### config.mk
export PLATFORM = sky130hd
export DESIGN_NAME = serial_csla_adder
export DESIGN_NICKNAME = d
export VERILOG_FILES = /design/src/rtl/serial_add_pkg.sv /design/src/rtl/serial_csla_adder_csla4.sv /design/src/rtl/serial_csla_adder.sv
export SDC_FILE = /design/constraint.sdc
export NUM_CORES = 1
export LEC_CHECK = 0
export ABC_AREA = 1
export ABC_CLOCK_PERIOD_IN_PS = 2450
export BUFFER_PORTS_ARGS = -buffer_cell sky130_fd_sc_hd__buf_2
export CAP_MARGIN = 20
export CORE_AREA = 5 5 80 82
export DETAILED_ROUTE_END_ITERATION = 10
export DIE_AREA = 0 0 85 87
export GPL_ROUTABILITY_DRIVEN = 0
export HOLD_SLACK_MARGIN = 0.15
export PLACE_DENSITY = 0.75
export SYNTH_ARGS = -nofsm -noshare
export SYNTH_HDL_FRONTEND = slang
export SYNTH_SLANG_ARGS = --single-unit
### constraint.sdc
create_clock -name clk -period 2.45 [get_ports clk]
set_input_delay 0.245 -clock clk [delete_from_list [all_inputs] [get_ports clk]]
set_output_delay 0.245 -clock clk [all_outputs]
set_load 0.03 [all_outputs]
### src/rtl/serial_add_pkg.sv
// Shared definitions for the digit-serial adder: FSM encoding, slice width,
// and the nibble-counter width helper.
package serial_add_pkg;

  localparam int NIBBLE = 4;

  typedef enum logic [1:0] {
    ST_IDLE = 2'd0,
    ST_RUN  = 2'd1,
    ST_DONE = 2'd2
  } state_t;

  // Never returns 0 so a counter declared with it always has at least one bit.
  function automatic int cnt_width(input int n);
    return (n > 1) ? $clog2(n) : 1;
  endfunction

endpackage

### src/rtl/serial_csla_adder_csla4.sv
// 4-bit carry-select adder slice: the low pair ripples, the high pair is
// precomputed for both carries and selected by the low-pair carry-out.
module CSLA4Bit (
  input  logic [3:0] A,
  input  logic [3:0] B,
  input  logic       Cin,
  output logic       Cout,
  output logic [3:0] S
);

  logic [2:0] lo;
  logic [2:0] hi0;
  logic [2:0] hi1;

  assign lo  = {1'b0, A[1:0]} + {1'b0, B[1:0]} + {2'b00, Cin};
  assign hi0 = {1'b0, A[3:2]} + {1'b0, B[3:2]};
  assign hi1 = {1'b0, A[3:2]} + {1'b0, B[3:2]} + 3'd1;

  assign S[1:0]          = lo[1:0];
  assign {Cout, S[3:2]}  = lo[2] ? hi1 : hi0;

endmodule

### src/rtl/serial_csla_adder.sv
// Digit-serial WIDTH-bit adder running one nibble per cycle through CSLA4Bit.
// Optional signed-overflow output is enabled with the SERIAL_ADD_OVF_EN macro.
module serial_csla_adder
  import serial_add_pkg::*;
#(
  parameter int WIDTH = 16
) (
  input  logic             clk,
  input  logic             rst_n,
  input  logic             in_valid,
  output logic             in_ready,
  input  logic [WIDTH-1:0] a,
  input  logic [WIDTH-1:0] b,
  input  logic             cin,
  output logic             out_valid,
  input  logic             out_ready,
  output logic [WIDTH-1:0] sum,
  output logic             cout,
`ifdef SERIAL_ADD_OVF_EN
  output logic             ovf,
`endif
  output logic             busy
);

  localparam int N     = WIDTH / NIBBLE;
  localparam int CNT_W = cnt_width(N);

  state_t             state_q, state_d;
  logic [WIDTH-1:0]   a_q, a_d;
  logic [WIDTH-1:0]   b_q, b_d;
  logic [WIDTH-1:0]   sum_q, sum_d;
  logic               carry_q, carry_d;
  logic [CNT_W-1:0]   cnt_q, cnt_d;
`ifdef SERIAL_ADD_OVF_EN
  logic               ovf_q, ovf_d;
`endif

  logic [NIBBLE-1:0]  nib_a;
  logic [NIBBLE-1:0]  nib_b;
  logic [NIBBLE-1:0]  slice_s;
  logic               slice_cout;
  logic               last_nib;

  always_comb begin
    nib_a = '0;
    nib_b = '0;
    for (int k = 0; k < N; k++) begin
      if (cnt_q == CNT_W'(k)) begin
        nib_a = a_q[k*NIBBLE +: NIBBLE];
        nib_b = b_q[k*NIBBLE +: NIBBLE];
      end
    end
  end

  CSLA4Bit u_slice (
    .A    (nib_a),
    .B    (nib_b),
    .Cin  (carry_q),
    .Cout (slice_cout),
    .S    (slice_s)
  );

  assign last_nib = (cnt_q == CNT_W'(N - 1));

  always_comb begin
    state_d = state_q;
    a_d     = a_q;
    b_d     = b_q;
    sum_d   = sum_q;
    carry_d = carry_q;
    cnt_d   = cnt_q;
`ifdef SERIAL_ADD_OVF_EN
    ovf_d   = ovf_q;
`endif
    case (state_q)
      ST_IDLE: begin
        if (in_valid) begin
          a_d     = a;
          b_d     = b;
          carry_d = cin;
          cnt_d   = '0;
          sum_d   = '0;
`ifdef SERIAL_ADD_OVF_EN
          ovf_d   = 1'b0;
`endif
          state_d = ST_RUN;
        end
      end
      ST_RUN: begin
        for (int k = 0; k < N; k++) begin
          if (cnt_q == CNT_W'(k)) begin
            sum_d[k*NIBBLE +: NIBBLE] = slice_s;
          end
        end
        carry_d = slice_cout;
        // Counter parks at N-1 on the final nibble so it never wraps.
        if (last_nib) begin
          state_d = ST_DONE;
`ifdef SERIAL_ADD_OVF_EN
          ovf_d   = (a_q[WIDTH-1] == b_q[WIDTH-1]) &&
                    (slice_s[NIBBLE-1] != a_q[WIDTH-1]);
`endif
        end else begin
          cnt_d = cnt_q + CNT_W'(1);
        end
      end
      ST_DONE: begin
        if (out_ready) begin
          state_d = ST_IDLE;
        end
      end
      default: state_d = ST_IDLE;
    endcase
  end

  always_ff @(posedge clk or negedge rst_n) begin
    if (!rst_n) begin
      state_q <= ST_IDLE;
      a_q     <= '0;
      b_q     <= '0;
      sum_q   <= '0;
      carry_q <= 1'b0;
      cnt_q   <= '0;
`ifdef SERIAL_ADD_OVF_EN
      ovf_q   <= 1'b0;
`endif
    end else begin
      state_q <= state_d;
      a_q     <= a_d;
      b_q     <= b_d;
      sum_q   <= sum_d;
      carry_q <= carry_d;
      cnt_q   <= cnt_d;
`ifdef SERIAL_ADD_OVF_EN
      ovf_q   <= ovf_d;
`endif
    end
  end

  assign in_ready  = (state_q == ST_IDLE);
  assign out_valid = (state_q == ST_DONE);
  assign busy      = (state_q == ST_RUN);
  assign sum       = sum_q;
  assign cout      = carry_q;
`ifdef SERIAL_ADD_OVF_EN
  assign ovf       = ovf_q;
`endif

endmodule

Word level (Yosys, flattened, before mapping)
Index checks and enable logic that the tools add are counted.
- add/sub/neg operators: 5
- multiply operators: 0
- divide/modulo/power cells: 0
- order comparisons: 0
- equality and inequality tests: 12
- shifts and indexed selects: 0
- muxes and demuxes: 24
- bitwise logic cells: 0
- reduce and logical (&&, ||, !) cells: 11
- operators with widths (cell ; number):
    $mux 4 ; 12
    $pmux 16 s2 ; 1
    $reduce_and 3->1 ; 6
    $mux 16 ; 1
    $mux 2 ; 5
    $ne 2x1->1 const B ; 5
    $add 2x2->3 ; 2
    $eq 2x2->1 const B ; 3
    $pmux 2 s3 ; 1
    $eq 2x1->1 const B ; 2
    $logic_not 2->1 ; 2
    $ne 2x2->1 const B ; 2
    $pmux 2 s2 ; 1
    $reduce_and 2->1 ; 2
    $add 3x1->3 ; 1
    $add 3x1->3 const B ; 1
    $mux 3 ; 1
    $add 2x1->2 const B ; 1
    $pmux 1 s2 ; 1
    $reduce_bool 2->1 ; 1
    $mux 1 ; 1
- register bits: 53
- latch bits: 0
- memory bits (writable): 0
- memory bits (read-only): 0
- input bits: 37
- output and inout port bits: 20
- logic and storage cells: 61
- memories: 0

Longest topological paths before layout
- depth in word-level cells: 10
- gate-level depth with buffers: 17
- depth with buffers taken out: 17

By module
Synthesis repeated with hierarchy kept, for this count alone.
- cell total of the unflattened synthesis: 340
- area total of the unflattened synthesis: 2695.1 µm²
- by module, submodules not included (module ; times used ; cells an instance ; area each (µm²) ; seq. area each (µm²)):
    serial_csla_adder ; 1 ; 320 ; 2546.2 ; 1326.3
    CSLA4Bit ; 1 ; 20 ; 148.9 ; 0.0

Least setup slack after synthesis
No wires, ideal clock.
- path type: register to register
- start point: reg cnt_q[0]
- end point: reg sum_q[15], in the netlist sum[15]
- arrival: 2.556 ns
- data required time: 2.385 ns
- slack: -0.171 ns
- stages on the path, launching flop included: 18
- buffers on the path: 1
- clock period less this slack: 2.621 ns
- cells stage by stage: dfrtp_1 inv_1 ha_1 buf_4 clkinv_1 nor2_1 nor2_1 nand2_1 nand2_1 ha_1 fa_1 ha_1 inv_1 nand2_1 nand2_1 nor2_1 nand2_1 nand2_1
- cells in the longest elaborated chain, start to end: 10
- elaborated cells on any way between the ends: 21
- classes of those cells: add/sub (4); eq/ne (4); mux (11); reduce/logical (2)
- RTL lines (element ; line ; source):
    start: declaration ; serial_csla_adder.sv:33 ; logic [CNT_W-1:0] cnt_q, cnt_d;
    start signal: assignment ; serial_csla_adder.sv:133 ; cnt_q <= cnt_d;
    $logic_not 2->1 ; serial_csla_adder.sv:48 ; if (cnt_q == CNT_W'(k)) begin
    $mux 4 (4 in a row) ; serial_csla_adder.sv:48 ;
    $add 2x2->3 (on tied branches) ; serial_csla_adder_csla4.sv:16, serial_csla_adder_csla4.sv:17, serial_csla_adder_csla4.sv:15 ;
    $add 3x1->3 (on tied branches) ; serial_csla_adder_csla4.sv:17, serial_csla_adder_csla4.sv:15 ;
    $mux 3 ; serial_csla_adder_csla4.sv:20 ; assign {Cout, S[3:2]} = lo[2] ? hi1 : hi0;
    $mux 4 ; serial_csla_adder.sv:91 ; if (cnt_q == CNT_W'(k)) begin
    $pmux 16 s2 ; serial_csla_adder.sv:75 ; case (state_q)
    end signal: assignment ; serial_csla_adder.sv:131 ; sum_q <= sum_d;
    end: declaration ; serial_csla_adder.sv:31 ; logic [WIDTH-1:0] sum_q, sum_d;
Several ways; a longest one is shown, not always the timed one. The select of a mux whose other input is x is not followed.
A chain may end at the register's enable or synchronous reset.

Worst setup path after layout
- start point: reg cnt_q[0]
- end point: reg sum_q[3], in the netlist sum[3]
- cells in the longest elaborated chain, start to end: 10
- elaborated cells on any way between the ends: 21
- classes of those cells: add/sub (4); eq/ne (4); mux (11); reduce/logical (2)
- RTL lines (element ; line):
    $logic_not 2->1 ; serial_csla_adder.sv:48, serial_csla_adder.sv:91
    $mux 4 (4 in a row) ; serial_csla_adder.sv:48
    $add 2x2->3 (on tied branches) ; serial_csla_adder_csla4.sv:16, serial_csla_adder_csla4.sv:17, serial_csla_adder_csla4.sv:15
    $add 3x1->3 (on tied branches) ; serial_csla_adder_csla4.sv:17, serial_csla_adder_csla4.sv:15
    $mux 3 ; serial_csla_adder_csla4.sv:20
    $mux 4 ; serial_csla_adder.sv:91
    $pmux 16 s2 ; serial_csla_adder.sv:75
Several ways; a longest one is shown, not always the timed one. The select of a mux whose other input is x is not followed.

==> flow_summary.ini <==
[power]
p_per_area_mw_per_mm2 = 1520
ir_worst_vdd_mv = 0.827
p_total_mw = 5.65
p_leak_nw = 2.01

[routing]
routed_wl_um = 6550
drt_pass1_iterations = 4
antenna_left = 0
detail_route.wl_per_cell_um = 12.6
drcViolationCount = 0
route.vias.total = 2478
first_iter_violations = 111
avgViaCountPerCell = 4.76

[clock_tree]
clockRootBuffer = clkbuf_8
tritoncts = yes
h-tree-depth = 2
clk_latency_ps = 300
clk_pin_slew_ps = 90
cts.sinks = 53
cts_buffers = 5
cts_buffer_depth = 2

[floorplanning]
initial_core_util_pct = 46.7
io_pins = 57
die_area_mm2 = 0.00740
die_y_um = 87
fp.dieW_um = 85
row_count = 28
core-area_mm2 = 0.00568

[sta]
rsz0062_at_grt = true
hold_violations = 0
fmax_mhz = 385
drv_slew = 0
worst_slew_pin_slew_ps = 664
slew_headroom_pct = 55.7
fin_crit_sh_pct = 106
clock-skew-final_ps = 5.16
setup_viol = 8
fin_ws_ps = -148
min_period_ps = 2600

[status]
violations = negative setup slack
status = complete, but fails checks

[yosys]
synthAdderAreaFrac_pct = 5.10
synth.avg_cell_area_um2 = 7.95
syn_area_mm2 = 0.00265
synthMuxAreaShare_pct = 0
synth_area_leader_cell = dfrtp_1
synth-async-reset-ratio_pct = 100
synth_seq_cells = 53
postSynthNetCount = 379
postSynthCellCount = 333
synthTopCellsByCount = 184 x nand2_1, 53 x dfrtp_1, 18 x nor2_1, 14 x a21oi_1, 13 x inv_1
synthXorXnorAreaFrac_pct = 0
synth_top_area_share_pct = 50.1
synth_compound_area_share_pct = 6.33
synth_warnings = 0
synth_seq_area_share_pct = 50.1
synth_cell_type_count = 25
synthSimpleGateAreaFrac_pct = 32.5
synth_edf_count = 0
synth_top_family_by_area = simple AND/OR/NAND/NOR gates
synthTopCellsByArea = dfrtp_1 50%, nand2_1 26%, ha_1 2.8%
synthFlopType = dfrtp_1
yosysMostFrequentCell = nand2_1

[global_routing]
antenna_found_initial = 0
grt_max_degree = 54
grt_pass1_wl_um = 10900
overflow = 0
grt_pass1_vias = 2462
track_usage_pct = 18.3

[layout]
postLayoutCellArea_mm2 = 0.00371
nNetsFinal = 491
drive_above_1_share_pct = 29.8
area_growth_pct = 40.1
antenna_cells = 0

[critical_path]
path_common_cell = nand2_1
cpPeakStageDelay_ps = 480
cp-start-kind = flop
critical_path_required_ps = 2700
end_kind = flop
r2r_slack_ps = -150
crit_chain = buf_4 > ha_2 > buf_4 > a21oi_2 > a21oi_2 > ha_2 > fa_1 > ha_1 > inv_1 > nand2_1 > nand2_2 > nor2_4 > nand2_1 > nand2_1
worstSetupPathType = flop to flop
crit_arrival_ps = 2840
crit_fanout = 5
cp_slowest_cell = fa_1

[hold_path]
hp-class = input pin to flop

[placement]
place_hpwl_um = 4460
dpl_cell_area_mm2 = 0.00307
port-buffer-count = 56

[job]
maxCapViolCount = 0
## area by class of cell
type                    count  area, µm²
fillers                   476       1970
flip-flops and latches     53       1330
multi-input cells         252       1270
repair buffers            115        820
well taps                  75       93.8
clock buffers               7       86.3
inverters                  18       82.6
clock inverters             1       30.0
## report_power, final
part	switching [mW]	internal (mW)	total, mW
Sequential	0.258	1.27	1.53
Clock	0.276	0.333	0.609
Combinational	2.08	1.44	3.52
## cells by family (layout without fill, tap and decap cells)
family          after synthesis  after routing
simple gates                215            215
flops                        53             53
compound gates               28             28
buf+inv                      28            141
fa+ha+maj                     9              9
## cell usage in the layout, fill, tap and decap left out, drive strengths merged
master,count
nand3,6
o211ai,2
fa,3
nor2,20
dlygate4sd3,31
bufinv,1
dfrtp,53
inv,17
nand2,187
ha,6
or2,2
o21ai,9
clkbuf,7
a21oi,14
buf,84
o31ai,1
a21boi,2
clkinv,1
## through the flow
step,cells,TNS [ps],worst slack (ps),util (%),hold slack (ps)
finish,521,-719,-148,65.4,156
global route,521,-1880,-251,65.4,156
CTS,515,-584,-92.4,63.9,150
detailed placement,470,-2200,-249,54.0,409
global placement,470,-1500,-168,54.0,400
floorplan,333,0,17.8,-,-50.6
## worst paths after layout
kind                                from          to  depth (start not counted)
worst max-delay path            cnt_q[0]      sum[3]                         14
worst min-delay path                a[4]      a_q[4]                          3
worst max register to register  cnt_q[0]      sum[3]                         14
worst min register to register   sum[12]     sum[12]                          2
max in group asynchronous          rst_n  state_q[0]                          3
min in group asynchronous          rst_n      sum[0]                          3
## metal layers
layer  track usage [%]  part of all wire [%]  vias up
met5                 0                     0        -
met4              5.90                   1.9        0
met3              3.78                   5.0       12
met2              32.3                    50       64
met1              22.5                    43     1162
li1                  -                     -     1240
## flip-flops by register name, indices dropped and copies added, names as in the netlist
name and cells:
b_q 16, a_q 16, sum 16, state_q 2
cnt_q 2, cout 1
## critical path: cells and delay by family (launching register included)
| family | cells | cell delay, ps |
|---|---|---|
| buf+inv | 3 | 350 |
| fa+ha+maj | 4 | 1170 |
| compound gates | 2 | 200 |
| simple gates | 5 | 410 |
| flops | 1 | 420 |
## repair_timing
item,CTS,global route
setup endpoints to repair,17,17
resized for setup,23,15
setup buffers,6,6
hold buffers,31,0
pin swaps,9,21
hold endpoints to repair,83,0
(Power assumes the default switching activity.)
